## src/rtl/mem_stage_lsu.sv

```systemverilog
// MEM-stage load/store unit: turns a load/store into a req/ack bus transaction,
// formats load data for MEM/WB, and stalls the pipeline until the access completes.
module mem_stage_lsu #(
  parameter int unsigned TIMEOUT_CYCLES = 255
) (
  input  logic        clock,
  input  logic        reset,
  input  logic        MemReadM,
  input  logic        MemWriteM,
  input  logic [2:0]  funct3M,
  input  logic [31:0] ALUResultM,
  input  logic [31:0] WriteDataM,
  output logic [31:0] ReadDataM,
  output logic        StallM,
  output logic        FaultM,
  output logic        mem_req,
  output logic        mem_we,
  output logic [31:0] mem_addr,
  output logic [31:0] mem_wdata,
  output logic [3:0]  mem_wstrb,
  input  logic [31:0] mem_rdata,
  input  logic        mem_ack,
  input  logic        mem_err
);

  typedef enum logic [1:0] {IDLE, BUSY, DONE} state_t;

  localparam int CW = (TIMEOUT_CYCLES > 1) ? $clog2(TIMEOUT_CYCLES + 1) : 1;

  state_t        state, stateNext;
  logic [CW-1:0] cnt;
  logic [2:0]    f3Lat;
  logic [1:0]    laneLat;
  logic          isLoad;
  logic          faultPend;
  logic          attempt, access, legalF3, aligned, legal, timeoutHit;

  function automatic logic [31:0] fmtLoad(input logic [2:0] f3, input logic [1:0] lane,
                                          input logic [31:0] rdata);
    logic [31:0] sh;
    sh = rdata >> {lane, 3'b000};
    case (f3)
      3'b000:  return {{24{sh[7]}}, sh[7:0]};
      3'b001:  return {{16{sh[15]}}, sh[15:0]};
      3'b100:  return {24'h0, sh[7:0]};
      3'b101:  return {16'h0, sh[15:0]};
      default: return rdata;
    endcase
  endfunction

  function automatic logic [3:0] storeStrb(input logic [2:0] f3, input logic [1:0] lane);
    case (f3)
      3'b000:  return 4'b0001 << lane;
      3'b001:  return lane[1] ? 4'b1100 : 4'b0011;
      default: return 4'b1111;
    endcase
  endfunction

  function automatic logic [31:0] storeData(input logic [2:0] f3, input logic [31:0] wd);
    case (f3)
      3'b000:  return {4{wd[7:0]}};
      3'b001:  return {2{wd[15:0]}};
      default: return wd;
    endcase
  endfunction

  // Request decode: both read and write asserted is an illegal access.
  always_comb begin
    attempt = MemReadM | MemWriteM;
    access  = MemReadM ^ MemWriteM;
    if (MemWriteM)
      legalF3 = (funct3M == 3'b000) || (funct3M == 3'b001) || (funct3M == 3'b010);
    else
      legalF3 = (funct3M == 3'b000) || (funct3M == 3'b001) || (funct3M == 3'b010) ||
                (funct3M == 3'b100) || (funct3M == 3'b101);
    case (funct3M[1:0])
      2'b01:   aligned = ~ALUResultM[0];
      2'b10:   aligned = (ALUResultM[1:0] == 2'b00);
      default: aligned = 1'b1;
    endcase
    legal      = access && legalF3 && aligned;
    timeoutHit = (TIMEOUT_CYCLES != 0) && ((32'(cnt) + 32'd1) == TIMEOUT_CYCLES);
  end

  always_comb begin
    stateNext = state;
    StallM    = 1'b0;
    FaultM    = 1'b0;
    case (state)
      IDLE: begin
        if (attempt && !legal) begin
          FaultM = 1'b1;
        end else if (legal) begin
          StallM    = 1'b1;
          stateNext = BUSY;
        end
      end
      BUSY: begin
        StallM = 1'b1;
        // An ack in the final allowed cycle wins over the timeout.
        if (mem_ack || timeoutHit) stateNext = DONE;
      end
      DONE: begin
        FaultM    = faultPend;
        stateNext = IDLE;
      end
      default: stateNext = IDLE;
    endcase
  end

  always_ff @(posedge clock or posedge reset) begin
    if (reset) begin
      state     <= IDLE;
      cnt       <= '0;
      f3Lat     <= 3'b000;
      laneLat   <= 2'b00;
      isLoad    <= 1'b0;
      faultPend <= 1'b0;
      ReadDataM <= 32'h0;
      mem_req   <= 1'b0;
      mem_we    <= 1'b0;
      mem_addr  <= 32'h0;
      mem_wdata <= 32'h0;
      mem_wstrb <= 4'b0000;
    end else begin
      state <= stateNext;
      case (state)
        IDLE: begin
          if (legal) begin
            mem_req   <= 1'b1;
            mem_we    <= MemWriteM;
            mem_addr  <= {ALUResultM[31:2], 2'b00};
            mem_wstrb <= MemWriteM ? storeStrb(funct3M, ALUResultM[1:0]) : 4'b0000;
            mem_wdata <= MemWriteM ? storeData(funct3M, WriteDataM) : 32'h0;
            f3Lat     <= funct3M;
            laneLat   <= ALUResultM[1:0];
            isLoad    <= MemReadM;
            cnt       <= '0;
            faultPend <= 1'b0;
          end
        end
        BUSY: begin
          cnt <= cnt + CW'(1);
          if (mem_ack) begin
            mem_req   <= 1'b0;
            faultPend <= mem_err;
            if (isLoad) ReadDataM <= mem_err ? 32'h0 : fmtLoad(f3Lat, laneLat, mem_rdata);
          end else if (timeoutHit) begin
            mem_req   <= 1'b0;
            faultPend <= 1'b1;
            if (isLoad) ReadDataM <= 32'h0;
          end
        end
        DONE:    faultPend <= 1'b0;
        default: ;
      endcase
    end
  end

endmodule

```

## config.mk

```make
export PLATFORM = sky130hd
export DESIGN_NAME = mem_stage_lsu
export DESIGN_NICKNAME = d
export VERILOG_FILES = /design/src/rtl/mem_stage_lsu.sv
export SDC_FILE = /design/constraint.sdc
export NUM_CORES = 1
export LEC_CHECK = 0
export ABC_CLOCK_PERIOD_IN_PS = 4400
export CORE_MARGIN = 2
export CORE_UTILIZATION = 63
export CTS_CLUSTER_SIZE = 16
export DETAILED_ROUTE_END_ITERATION = 6
export DONT_BUFFER_PORTS = 1
export PLACE_DENSITY = 0.79
export SYNTH_ARGS = -nofsm -noshare
export SYNTH_HDL_FRONTEND = slang
export SYNTH_SLANG_ARGS = --single-unit
```

## constraint.sdc

```tcl
create_clock -name clock -period 4.4 [get_ports clock]
set_clock_uncertainty 0.2 [all_clocks]
set_input_delay 0.66 -clock clock [delete_from_list [all_inputs] [get_ports clock]]
set_output_delay 0.66 -clock clock [all_outputs]
set_load 0.05 [all_outputs]
```

==> flow_summary.json, run 1 <==
{
  "status": "complete, but fails checks",
  "violations": "negative hold slack",
  "grt_pass1_vias": 4167,
  "post_dp_cell_area_um2": 5540,
  "comb_power_share_pct": 14.7,
  "ioPinCount": 209,
  "final_common_cell": "dfrtp_1",
  "postRouteAntennaNets": 0,
  "syn-instance-count": 521,
  "vias": 4129,
  "antenna_found_initial": 0,
  "grt_max_degree": 119,
  "fmax_mhz": 327,
  "ys_ff_latch": 117,
  "leakagePower_nw": 2.79,
  "finalHoldViolCount": 28,
  "cts_buffers": 17,
  "slew_violations": 0,
  "min_period_over_period_pct": 69.6,
  "slowest_delay_ps": 540,
  "seqPwrFrac_pct": 60.1,
  "dp_slack_ps": 1170,
  "cts_sinks": 117,
  "hold_buffers": 0,
  "core_um2": 8590,
  "die_width_um": 97.5,
  "switching_power_mw": 2.57,
  "grt_pass1_wl_um": 21400,
  "drt_first_pass_iters": 6,
  "synth_cell_types": 50,
  "fin_util_pct": 71.1,
  "grt.total_usage_pct": 28.2,
  "slew_headroom_pct": 25.9,
  "power_mw": 5.23,
  "routedWlPerCell_um": 20.6,
  "crit_slowest_cell": "nand2_1",
  "initial_core_util_pct": 64.1,
  "floorplan.die.height_um": 97.5,
  "h-tree-depth": 4,
  "fin_crit_ps": 3060,
  "synthFlopType": "dfrtp_1",
  "postCtsSetupRepairBufs": 0,
  "ff2ff_setup_slack_ps": 1790,
  "drc_errors": 0,
  "clock_latency_ps": 510,
  "ys_top_cells_by_area": "dfrtp_1 (53%), mux2_2 (6.7%), o21ai_0 (3.9%)",
  "avgSynthCellArea_um2": 10.6,
  "hold_ws_ps": -20.1,
  "vias_per_cell": 6.52,
  "num_antenna_cells": 0,
  "yosysWarnings": 0,
  "power_density_nw_per_um2": 856,
  "critPathKind": "in2out",
  "cp-end-kind": "output pin",
  "tritoncts": "built",
  "dp.cells": 601,
  "required_ps": 3540,
  "finalNonFillerCells": 633,
  "final_area_um2": 6110,
  "finalSetupTns_ps": 0,
  "vdd_drop_max_uv": 443,
  "cp_max_fo": 14,
  "synth_edf_count": 0,
  "routed_wl_um": 13000,
  "yosysSeqAreaShare_pct": 53.2,
  "drt_iter0_drc": 231,
  "timing.rr.start": "cnt[1]",
  "area_growth_pct": 11.0,
  "layout-drive-gt1-share_pct": 16.0,
  "synth.top_cell.area_share_pct": 53.2,
  "final_nets": 623,
  "grt_setup_unrepaired": "false",
  "crit_chain": "inv_1, ha_1, o21bai_1, a21oi_1, o211ai_1, nand2_1",
  "async_reset_ff_share_pct": 100,
  "dpl.hpwl_um": 9120,
  "arrival_ps": 2200,
  "ctsResizeCount": 0,
  "fp-row-count": 34,
  "cts.path.max_buffers": 2,
  "p_int_mw": 2.67,
  "fin_ws_ps": 1340,
  "grt.overflow.total": 0,
  "setup_viol": 0,
  "root_buffer": "clkbuf_8",
  "netSwitchingFraction_pct": 49.1,
  "io_buffers": 0,
  "synth_top_area_cell": "dfrtp_1",
  "worst_slew_pin_slew_ps": 1110,
  "dieArea_um2": 9500,
  "mostFrequentLayoutCells": "dfrtp_1 (117), nand2_1 (57), nor2_1 (43), o21ai_0 (43), mux2_2 (33)",
  "worst_setup_path_start_kind": "input pin",
  "max_cap_violations": 0,
  "rr_worst_depth": 5,
  "syn_area_um2": 5510,
  "gp_congestion": 0.855,
  "clkPwrFrac_pct": 25.2,
  "hold_path_class": "in2async",
  "clkTransAtPathRegs_ps": 60,
  "r2r-end": "ReadDataM[22]"
}
[kinds of logic (layout without fill, tap and decap cells)]
group / after synthesis / after routing / synth area share (%)
muxes: 51 / 51 / 10.2
adders and majority gates: 6 / 6 / 1.36
and+or+nand+nor: 129 / 129 / 10.4
buffers and inverters: 57 / 60 / 4.32
other: 1 / 2 / 0.0681
AOI/OAI and AO/OA: 159 / 159 / 20.3
DFF: 117 / 117 / 53.2
xor gates and xnor gates: 1 / 1 / 0.159
[final cells by class]
class | count | area [um^2]
Sequential cell | 117 | 2930
Multi-Input combinational cell | 348 | 2340
Tap cell | 108 | 135
Fill cell | 627 | 2480
Clock inverter | 15 | 156
Clock buffer | 17 | 414
Timing Repair Buffer | 7 | 52.6
Inverter | 21 | 81.3
[power by group through the flow]
stage	clock [mW]	combinational, mW	sequential, mW
final	1.32	0.769	3.15
after global routing	1.39	0.867	3.21
after CTS	1.33	0.772	3.15
after detailed placement	0	0.768	3.17
after global placement	0	0.728	3.15
after floorplan	0	0.704	3.01
[cells in the mapped netlist (2+ instances only)]
master / count
dfrtp_1: 117
nand2_1: 57
nor2_1: 43
o21ai_0: 43
mux2_2: 33
clkbuf_1: 29
a21oi_1: 28
o31ai_1: 27
inv_1: 21
a221o_1: 20
mux2i_1: 17
a22o_1: 8
nand3_1: 8
o221ai_1: 7
ha_1: 6
nor2b_1: 6
nand2b_1: 5
a31oi_1: 4
o211ai_1: 3
o2bb2ai_1: 3
a211oi_1: 2
a221o_2: 2
buf_1: 2
buf_4: 2
buf_6: 2
nor3_1: 2
[layer usage]
metal	GRT usage, %	vias up	wire [um]
met5	0	-	0
met4	9.83	0	180
met1	33.5	2014	4870
met3	11.8	19	1440
li1	-	1870	-
met2	46.2	226	6550
[worst max path at each step]
stage	slack, ps	to	depth (start not counted)	startpoint
after floorplan	440	ReadDataM[0]	1	reset
after detailed placement	1170	mem_addr[5]	7	funct3M[1]
after global placement	1290	mem_addr[23]	7	MemWriteM
after CTS	1350	StallM	6	funct3M[1]
after global routing	1170	StallM	6	funct3M[1]
final	1340	StallM	6	funct3M[1]
[state kept, by name, summed over array words and instances (netlist names)]
name and flops:
ReadDataM 32, mem_we 1, mem_addr 30, faultPend 1, isLoad 1, mem_wdata 32
mem_req 1, laneLat 2, cnt 8, mem_wstrb 4, state 2, f3Lat 3
[worst max-delay path: cells and delay by family]
kind,cells,cell delay (ps)
compound gates,3,470
fa+ha+maj,1,450
buf+inv,1,90
simple gates,1,540
No activity file was read; power rests on OpenSTA's default activity.
==> inputs of run 2 (changes only) <==
--- a/config.mk
+++ b/config.mk
@@ -5,7 +5,7 @@
 export SDC_FILE = /design/constraint.sdc
 export NUM_CORES = 1
 export LEC_CHECK = 0
-export ABC_CLOCK_PERIOD_IN_PS = 4400
+export ABC_CLOCK_PERIOD_IN_PS = 3200
 export CORE_MARGIN = 2
 export CORE_UTILIZATION = 63
 export CTS_CLUSTER_SIZE = 16
==> constraint.sdc (replaced) <==
create_clock -name clock -period 3.2 [get_ports clock]
set_clock_uncertainty 0.2 [all_clocks]
set_input_delay 0.48 -clock clock [delete_from_list [all_inputs] [get_ports clock]]
set_output_delay 0.48 -clock clock [all_outputs]
set_load 0.05 [all_outputs]
==> run 2 against run 1 <==
  * Utilization rose by 11 points
  * The run still ends with negative hold slack left
  * Non-clock buffer count rose by 92
  * Highest routed layer unchanged
  * Sequential cell count did not move
  * Largest power group unchanged
  * Critical endpoint is now FaultM
==> flow_summary.json, run 2 (same netlist as run 1, synthesis figures left out) <==
{
  "floorplan.die.height_um": 97.5,
  "vias_per_cell": 6.48,
  "core_um2": 8590,
  "cp_max_fo": 2,
  "worst_slew_pin_slew_ps": 687,
  "min_period_over_period_pct": 93.4,
  "required_ps": 2520,
  "postRouteAntennaNets": 0,
  "drc_errors": 0,
  "grt.overflow.total": 0,
  "vias": 4701,
  "gr-usage-met3_pct": 10.9,
  "tritoncts": "built",
  "top_usage_layer": "met2",
  "clkTransAtPathRegs_ps": 60,
  "hold_path_class": "in2reg",
  "slew_headroom_pct": 54.1,
  "cts_buffers": 17,
  "fin_crit_ps": 2990,
  "initial_core_util_pct": 64.1,
  "status": "complete, but fails checks",
  "slew_violations": 0,
  "drt_first_pass_iters": 5,
  "clock_latency_ps": 510,
  "cp-end-kind": "output pin",
  "routedWlPerCell_um": 21.6,
  "worst_setup_path_start_kind": "input pin",
  "arrival_ps": 2310,
  "grt_max_degree": 119,
  "max_cap_violations": 0,
  "grt_use_met1_pct": 37.1,
  "grt_pass1_wl_um": 24900,
  "finalHoldViolCount": 1,
  "antenna_found_initial": 0,
  "critPathKind": "in2out",
  "dieArea_um2": 9500,
  "io_buffers": 0,
  "grt_use_met2_pct": 58.3,
  "hold_ws_ps": -1.44,
  "power_density_nw_per_um2": 1050,
  "grt_setup_unrepaired": "false",
  "cts_sinks": 117,
  "die_width_um": 97.5,
  "fp-row-count": 34,
  "power_mw": 7.43,
  "drt_iter0_drc": 309,
  "layout-drive-gt1-share_pct": 13.1,
  "vdd_drop_max_uv": 686,
  "routed_wl_um": 15700,
  "violations": "negative hold slack",
  "gp_congestion": 0.855,
  "fmax_mhz": 335,
  "mostFrequentLayoutCells": "dfrtp_1 (117), dlygate4sd3_1 (91), nand2_1 (57), nor2_1 (43), o21ai_0 (43)",
  "grt_pass1_vias": 4872,
  "final_common_cell": "dfrtp_1",
  "finalSetupTns_ps": 0,
  "setup_viol": 0,
  "num_antenna_cells": 0,
  "grt.total_usage_pct": 33.2,
  "h-tree-depth": 4,
  "cts.path.max_buffers": 2,
  "root_buffer": "clkbuf_8",
  "area_growth_pct": 28.2,
  "dpl.hpwl_um": 9210,
  "leakagePower_nw": 3.20,
  "final_nets": 715,
  "reg_top3": "ReadDataM: 32 flops, mem_wdata: 32 flops, mem_addr: 30 flops",
  "ioPinCount": 209
}
run 2: cell count changes in the layout (fill, tap and decap cells not counted), sizes merged:
cell	delta
buf	+1
clkbuf	+5
clkinvlp	-2
bufinv	+1
dlygate4sd3	+91
inv	-4
run 2: worst max-delay path: stages:
cell and delay, ps:
dlygate4sd3_1 540, inv_1 60, ha_1 270, o31ai_1 60, a21oi_1 200, o21ai_0 190, a22oi_1 240, nor2_1 80
buf_4 200
run 2: where the power goes:
group | total (mW) | internal (mW) | leakage [nW] | switching (mW)
registers | 4.34 | 2.01 | 1.50 | 2.32
logic | 1.24 | 0.627 | 1.41 | 0.614
clock network | 1.86 | 1.20 | 0.279 | 0.659
total | 7.43 | 3.84 | 3.20 | 3.59
run 2: timing repair:
item | CTS | global route
hold buffers | 91 | 0
setup buffers | 0 | 0
endpoints found under the hold margin | 122 | 0
resized for setup | 0 | 0
run 2: stage by stage:
| stage | instance area (um^2) | cells | utilization (%) | hold WS [ps] | worst slack [ps] |
|---|---|---|---|---|---|
| final | 7060 | 725 | 82.1 | -1.44 | 213 |
| after detailed placement | 5580 | 602 | 64.9 | 276 | 511 |
| after floorplan | 5510 | 522 | - | 250 | 485 |
| after global placement | 5580 | 602 | 64.9 | 260 | 583 |
| after global routing | 7060 | 725 | 82.1 | 5.09 | 97.8 |
| after CTS | 7060 | 725 | 82.1 | 1.05 | 233 |
run 2: worst paths after layout:
kind | startpoint | end | slack (ps) | cells after the start
setup reg to reg | cnt[0] | ReadDataM[20] | 540 | 6
max in group asynchronous | reset | cnt[5] | 1550 | 3
hold / removal | MemWriteM | mem_wdata[14] | -1 | 2
hold reg to reg | cnt[6] | cnt[6] | 300 | 1
min in group asynchronous | reset | mem_addr[27] | 360 | 2
setup / recovery | MemReadM | FaultM | 210 | 9
run 2: routing by layer:
metal,vias up,part of all wire [%]
met3,43,8.9
met1,2347,36
met2,256,52
li1,2055,-
met4,0,3.1
met5,-,0
run 2: layout make-up:
cell class / count / area [um^2]
inverters: 21 / 82.6
well taps: 108 / 135
clock buffers: 22 / 443
clock inverters: 10 / 130
repair buffers: 99 / 996
flip-flops and latches: 117 / 2930
fillers: 485 / 1530
multi-input cells: 348 / 2340
==> inputs of run 3 (changes only) <==
--- a/config.mk
+++ b/config.mk
@@ -15,3 +15,4 @@
 export SYNTH_ARGS = -nofsm -noshare
 export SYNTH_HDL_FRONTEND = slang
 export SYNTH_SLANG_ARGS = --single-unit
+export TNS_END_PERCENT = 30
==> results of run 3 <==
Same layout as run 2: the final DEF is identical, and so are final timing and power.
